`src/rtl/wishbone_manager_if.sv`:
```
// Wishbone B4 classic bus between the manager and one memory slave.
// Latency: none, wires only.
// Backpressure: the slave stalls the manager by withholding wb_ack_i.
interface wishbone_manager_if #(
    parameter int ADDR_W = 32
);
    logic              wb_cyc_o;
    logic              wb_stb_o;
    logic              wb_we_o;
    logic [ADDR_W-1:0] wb_adr_o;
    logic [31:0]       wb_dat_o;
    logic [3:0]        wb_sel_o;
    logic [31:0]       wb_dat_i;
    logic              wb_ack_i;

    modport master (
        output wb_cyc_o, wb_stb_o, wb_we_o, wb_adr_o, wb_dat_o, wb_sel_o,
        input  wb_dat_i, wb_ack_i
    );

    modport slave (
        input  wb_cyc_o, wb_stb_o, wb_we_o, wb_adr_o, wb_dat_o, wb_sel_o,
        output wb_dat_i, wb_ack_i
    );
endinterface

```
`src/rtl/wishbone_manager.sv`:
```
// Runs one single-beat Wishbone classic cycle per CPU read/write request level.
// Latency: CYC/STB/busy_o rise one edge after the request; done on the ACK edge.
// Backpressure: busy_o holds the request unit off; optional WB_MANAGER_TIMEOUT_EN aborts a hung slave.
module wishbone_manager #(
    parameter int ADDR_W         = 32,
    parameter int TIMEOUT_CYCLES = 255
) (
    input  logic              clk,
    input  logic              rst,
    input  logic              read_i,
    input  logic              write_i,
    input  logic [ADDR_W-1:0] adr_i,
    input  logic [31:0]       cpu_dat_i,
    input  logic [3:0]        sel_i,
    output logic              busy_o,
    output logic [31:0]       cpu_dat_o,
    output logic              bus_err,
    wishbone_manager_if.master wb
);

    // Counter is 16 bits wide, so the limit must fit in it.
    if (TIMEOUT_CYCLES < 1 || TIMEOUT_CYCLES > 65535) begin : g_bad_timeout
        $error("TIMEOUT_CYCLES out of range 1..65535");
    end

    typedef enum logic {
        IDLE = 1'b0,
        BUS  = 1'b1
    } state_t;

    state_t            state_q, state_d;
    logic              bus_q,   bus_d;
    logic              we_q,    we_d;
    logic [ADDR_W-1:0] adr_q,   adr_d;
    logic [31:0]       wdat_q,  wdat_d;
    logic [3:0]        sel_q,   sel_d;
    logic [31:0]       rdat_q,  rdat_d;

`ifdef WB_MANAGER_TIMEOUT_EN
    localparam logic [15:0] TO_LAST = 16'(TIMEOUT_CYCLES - 1);
    logic [15:0]       cnt_q,   cnt_d;
    logic              err_q,   err_d;
`endif

    // Next-state and next-output decode; everything defaults to hold.
    always_comb begin
        state_d = state_q;
        bus_d   = bus_q;
        we_d    = we_q;
        adr_d   = adr_q;
        wdat_d  = wdat_q;
        sel_d   = sel_q;
        rdat_d  = rdat_q;
`ifdef WB_MANAGER_TIMEOUT_EN
        cnt_d   = cnt_q;
        err_d   = 1'b0;
`endif
        case (state_q)
            IDLE: begin
                // ACK seen here is stray and deliberately ignored.
                if (read_i || write_i) begin
                    state_d = BUS;
                    bus_d   = 1'b1;
                    we_d    = write_i;
                    adr_d   = adr_i;
                    wdat_d  = cpu_dat_i;
                    sel_d   = sel_i;
`ifdef WB_MANAGER_TIMEOUT_EN
                    cnt_d   = '0;
`endif
                end
            end
            BUS: begin
                if (wb.wb_ack_i) begin
                    state_d = IDLE;
                    bus_d   = 1'b0;
                    if (!we_q) begin
                        rdat_d = wb.wb_dat_i;
                    end
                end
`ifdef WB_MANAGER_TIMEOUT_EN
                // ACK on the limit edge takes the branch above and wins.
                else if (cnt_q == TO_LAST) begin
                    state_d = IDLE;
                    bus_d   = 1'b0;
                    err_d   = 1'b1;
                    if (!we_q) begin
                        rdat_d = 32'hDEAD_BEEF;
                    end
                end else begin
                    cnt_d = cnt_q + 16'd1;
                end
`endif
            end
            default: begin
                state_d = IDLE;
                bus_d   = 1'b0;
            end
        endcase
    end

    // State and output registers; async reset abandons any open cycle.
    always_ff @(posedge clk or negedge rst) begin
        if (!rst) begin
            state_q <= IDLE;
            bus_q   <= 1'b0;
            we_q    <= 1'b0;
            adr_q   <= '0;
            wdat_q  <= '0;
            sel_q   <= '0;
            rdat_q  <= '0;
`ifdef WB_MANAGER_TIMEOUT_EN
            cnt_q   <= '0;
            err_q   <= 1'b0;
`endif
        end else begin
            state_q <= state_d;
            bus_q   <= bus_d;
            we_q    <= we_d;
            adr_q   <= adr_d;
            wdat_q  <= wdat_d;
            sel_q   <= sel_d;
            rdat_q  <= rdat_d;
`ifdef WB_MANAGER_TIMEOUT_EN
            cnt_q   <= cnt_d;
            err_q   <= err_d;
`endif
        end
    end

    // CYC, STB and busy are one flop so they can never disagree.
    assign busy_o      = bus_q;
    assign wb.wb_cyc_o = bus_q;
    assign wb.wb_stb_o = bus_q;
    assign wb.wb_we_o  = we_q;
    assign wb.wb_adr_o = adr_q;
    assign wb.wb_dat_o = wdat_q;
    assign wb.wb_sel_o = sel_q;
    assign cpu_dat_o   = rdat_q;

`ifdef WB_MANAGER_TIMEOUT_EN
    assign bus_err = err_q;
`else
    assign bus_err = 1'b0;
`endif

endmodule

```
`src/flat_wrapper.sv`:
```
// flat-port wrapper written by rule: the top's interface ports become plain ports
module wishbone_manager_flat 
#(
    parameter int ADDR_W         = 32,
    parameter int TIMEOUT_CYCLES = 255
)
  (clk, rst, read_i, write_i, adr_i, cpu_dat_i, sel_i, busy_o, cpu_dat_o, bus_err, wb_wb_cyc_o, wb_wb_stb_o, wb_wb_we_o, wb_wb_adr_o, wb_wb_dat_o, wb_wb_sel_o, wb_wb_dat_i, wb_wb_ack_i);
  wishbone_manager_if #(.ADDR_W(ADDR_W)) wb_i ();
  input  logic clk;
  input  logic rst;
  input  logic read_i;
  input  logic write_i;
  input  logic [ADDR_W-1:0] adr_i;
  input  logic [31:0] cpu_dat_i;
  input  logic [3:0] sel_i;
  output logic busy_o;
  output logic [31:0] cpu_dat_o;
  output logic bus_err;
  output wire logic [$bits(wb_i.wb_cyc_o)-1:0] wb_wb_cyc_o;
  output wire logic [$bits(wb_i.wb_stb_o)-1:0] wb_wb_stb_o;
  output wire logic [$bits(wb_i.wb_we_o)-1:0] wb_wb_we_o;
  output wire logic [$bits(wb_i.wb_adr_o)-1:0] wb_wb_adr_o;
  output wire logic [$bits(wb_i.wb_dat_o)-1:0] wb_wb_dat_o;
  output wire logic [$bits(wb_i.wb_sel_o)-1:0] wb_wb_sel_o;
  input wire logic [$bits(wb_i.wb_dat_i)-1:0] wb_wb_dat_i;
  input wire logic [$bits(wb_i.wb_ack_i)-1:0] wb_wb_ack_i;
  assign wb_wb_cyc_o = wb_i.wb_cyc_o;
  assign wb_wb_stb_o = wb_i.wb_stb_o;
  assign wb_wb_we_o = wb_i.wb_we_o;
  assign wb_wb_adr_o = wb_i.wb_adr_o;
  assign wb_wb_dat_o = wb_i.wb_dat_o;
  assign wb_wb_sel_o = wb_i.wb_sel_o;
  assign wb_i.wb_dat_i = wb_wb_dat_i;
  assign wb_i.wb_ack_i = wb_wb_ack_i;
  wishbone_manager #(.ADDR_W(ADDR_W), .TIMEOUT_CYCLES(TIMEOUT_CYCLES)) u_core (.clk(clk), .rst(rst), .read_i(read_i), .write_i(write_i), .adr_i(adr_i), .cpu_dat_i(cpu_dat_i), .sel_i(sel_i), .busy_o(busy_o), .cpu_dat_o(cpu_dat_o), .bus_err(bus_err), .wb(wb_i));
endmodule
```
`config.mk`:
```
export PLATFORM = sky130hd
export DESIGN_NAME = wishbone_manager_flat
export DESIGN_NICKNAME = d
export VERILOG_FILES = /design/src/rtl/wishbone_manager_if.sv /design/src/rtl/wishbone_manager.sv /design/src/flat_wrapper.sv
export SDC_FILE = /design/constraint.sdc
export NUM_CORES = 1
export LEC_CHECK = 0
export CAP_MARGIN = 20
export CELL_PAD_IN_SITES_DETAIL_PLACEMENT = 0
export CELL_PAD_IN_SITES_GLOBAL_PLACEMENT = 2
export CORE_UTILIZATION = 27
export DETAILED_ROUTE_END_ITERATION = 6
export PLACE_DENSITY = 0.92
export SYNTH_ARGS = -nofsm -noshare
export SYNTH_HDL_FRONTEND = slang
export SYNTH_SLANG_ARGS = --single-unit
export TNS_END_PERCENT = 100
```
`constraint.sdc`:
```
create_clock -name clk -period 2.05 [get_ports clk]
set_input_delay 0.3075 -clock clk [delete_from_list [all_inputs] [get_ports clk]]
set_output_delay 0.3075 -clock clk [all_outputs]
set_load 0.02 [all_outputs]
```
==> results.md <==
* Status: finished, final reports clean
* Vias per cell at 4.26
* CP cell instances: clkdlybuf4s50_1
* Synth unique cells at 15
* Post-CTS Setup Bufs at 0
* Cell depth of the worst setup path at 1
* Hold crit path type: input pin to async pin
* Synthesized area at 3950 um2
* Largest net degree at the start of global routing at 104
* Post-Synthesis Cells at 227
* Wirelength per Cell at 15.4 um
* Minimum clock period at 1800 ps
* Avg Inst Size Synth at 17.4 um2
* Fin Setup TNS at 0 ps
* Slowest stage cell on the critical path: clkdlybuf4s50_1
* Critical Path AT at 1490 ps
* Worst Path Max Fanout at 5
* Die Area at 15,100 um2
* IO Port Bufs at 208
* Dpl hpwl at 7.03 mm
* Setup violations, final at 0
* RSZ-0062 raised after global routing: no
* Total congestion overflow at 0
* CTS tree: done
* Yosys warnings at 0
* # IOs at 210
* Area of the multi-input gates at 1270 um2
* Number of detailed-route iterations in the first pass at 4
* PwrDens at 1130 nW/um2
* Area Growth Syn to Fin at 64.4%
* Core area at 14,100 um2
* Core Util, Final at 0.461
* Setup crit start kind: flip-flop
* Cell Rows at 43
* Synthesized flop and latch total at 103
* Fill cells at 1,265
* Fmax at 0.556 GHz
* Antenna-violating nets left at 0
* Seq/Total Area, Yosys at 0.652
* Yosys top cell by area: dfrtp_1
* Worst Path Required at 1740 ps
* Reg2Reg Depth at 3
* Vias in the first global route at 2,892
* P_leak at 0.00272 uW
* Die Width at 123 um
* Reg-to-Reg End: u_core.wb.wb_adr_o[13]
* TritonCTS Buffers at 9
* Worst Max-Slew Pin Slew at 545 ps
* CTS Root Cell: clkbuf_16
* Via count of the routed design at 2,654
* Synth top area cells: dfrtp_1 (65%), mux2_2 (23%), mux2_4 (7.6%)
* Placer Congestion at 0.690
* Tcrit/Tclk final at 0.877
* CTS H-tree depth at 3
* Max Cap Viol at 0
* Syn Nets at 332
* Reg-to-reg slack, setup at 610 ps
* Cell family with most CP delay: buffers and inverters
* Peak VDD IR at 640 uV
* CTS hold repair buffers at 0
* Crit. End Element: output port
* Clk_skew at 2.19 ps
* Clock sinks at 103
* Final Hold Fails at 0
* Initial antenna violation count at 0
* Gr usage total at 0.131
* CTS resizes at 0
* Layout cell share with drive strength beyond 1 at 0.275
* # nets final at 543
* Clk slew on worst S/H paths at 70 ps
* Post-route DRC at 0
* Kind of critical path: flip-flop to output port
* FF-to-FF Start: u_core.state_q
* Largest buffer count on any clock path at 2
* Buf/Inv on CP at 1
* Slew HR at 0.637
* Iter 0 DRT Violations at 68
* Pins Over Slew Limit at 0
* Initial Util at 0.280
* Insertion delay to the later sink of the worst-skew pair at 340 ps
* Die height at 123 um
* Antenna cells at 0
* Worst path max stage delay at 660 ps
* Top cell type's share of synthesized area at 0.652
* Routed wire length at 9.62 mm
* Combined flip-flop and latch cell area at 2580 um2
* First-pass GRT wire length at 14.8 mm
==> logic make-up (layout without fill, tap and decap cells) <==
kind of cell	count (synthesis)	count (layout)	share of synthesized area
AO/OA/AOI/OAI	4	4	0.00950
buffers and inverters	14	230	0.0260
flip-flops	103	103	0.652
multiplexers	100	100	0.304
other	1	1	0.000949
AND/OR/NAND/NOR	5	5	0.00760
==> layout by cell type (no fill, tap or decap) <==
master           instances
conb_1                   1
dfrtp_1                103
mux2_2                  80
nor3_1                   2
nand2b_1                 2
buf_4                    4
clkdlybuf4s50_1        207
a21oi_1                  2
clkbuf_8                 1
clkinvlp_4               2
nand3b_1                 1
buf_12                   2
mux2_4                  20
clkbuf_16                9
clkinv_2                 2
inv_1                    1
o21bai_4                 1
a22o_1                   1
clkinv_4                 1
clkbuf_1                 1
==> synth_stat cells (all sizes together) <==
cell type / instances
a21oi: 2
a22o: 1
buf: 13
conb: 1
dfrtp: 103
inv: 1
mux2: 100
nand2b: 2
nand3b: 1
nor3: 2
o21bai: 1
==> state kept, by name, indices dropped and copies added, names as in the netlist <==
register,flops
u_core.busy_o,1
u_core.cpu_dat_o,32
u_core.state_q,1
u_core.wb.wb_adr_o,32
u_core.wb.wb_dat_o,32
u_core.wb.wb_sel_o,4
u_core.wb.wb_we_o,1
==> stage by stage <==
step           power (uW)  hold slack (ps)  instance area, um2  setup WS, ps  cells
2_1_floorplan        4260             11.9                3950           714    227
3_3_place_gp         5730              413                6220           160    607
3_5_place_dp         5810              426                6220           132    607
4_1_cts              7450             40.5                6500           210    623
5_1_grt              7740             55.2                6500           176    623
6_report             7320             27.8                6500           252    623
==> worst reg2reg max path: cells and delay by family, from the launching register on <==
family / cells / cell delay, ps
AOI/OAI and AO/OA: 1 / 180
DFF: 1 / 440
muxes: 1 / 380
buffers and inverters: 1 / 330
==> report_power, final <==
part | internal, uW | switching, uW
clock | 854 | 731
combinational | 1610 | 1250
sequential | 2580 | 294
==> worst max-delay path by stage <==
stage	startpoint	end	slack [ps]
6_report	u_core.busy_o	wb_wb_stb_o	250
5_1_grt	u_core.busy_o	wb_wb_cyc_o	180
4_1_cts	u_core.busy_o	wb_wb_stb_o	210
3_5_place_dp	write_i	u_core.wb.wb_adr_o[12]	130
3_3_place_gp	read_i	u_core.wb.wb_adr_o[19]	160
2_1_floorplan	u_core.wb.wb_we_o	u_core.cpu_dat_o[0]	710
==> area by class of cell <==
| type | instances | share of cell area |
|---|---|---|
| Multi-Input combinational cell | 110 | 0.196 |
| Inverter | 1 | 0.000578 |
| Clock buffer | 11 | 0.0374 |
| Tap cell | 180 | 0.0347 |
| Timing Repair Buffer | 213 | 0.330 |
| Clock inverter | 5 | 0.00520 |
| Sequential cell | 103 | 0.397 |
==> metal layers <==
metal,track usage,wire length (um)
met1,0.142,3690
met2,0.216,4690
met3,0.0660,1080
met4,0.0542,153
met5,0,0
Note: power is estimated with default switching activity, not from simulation.
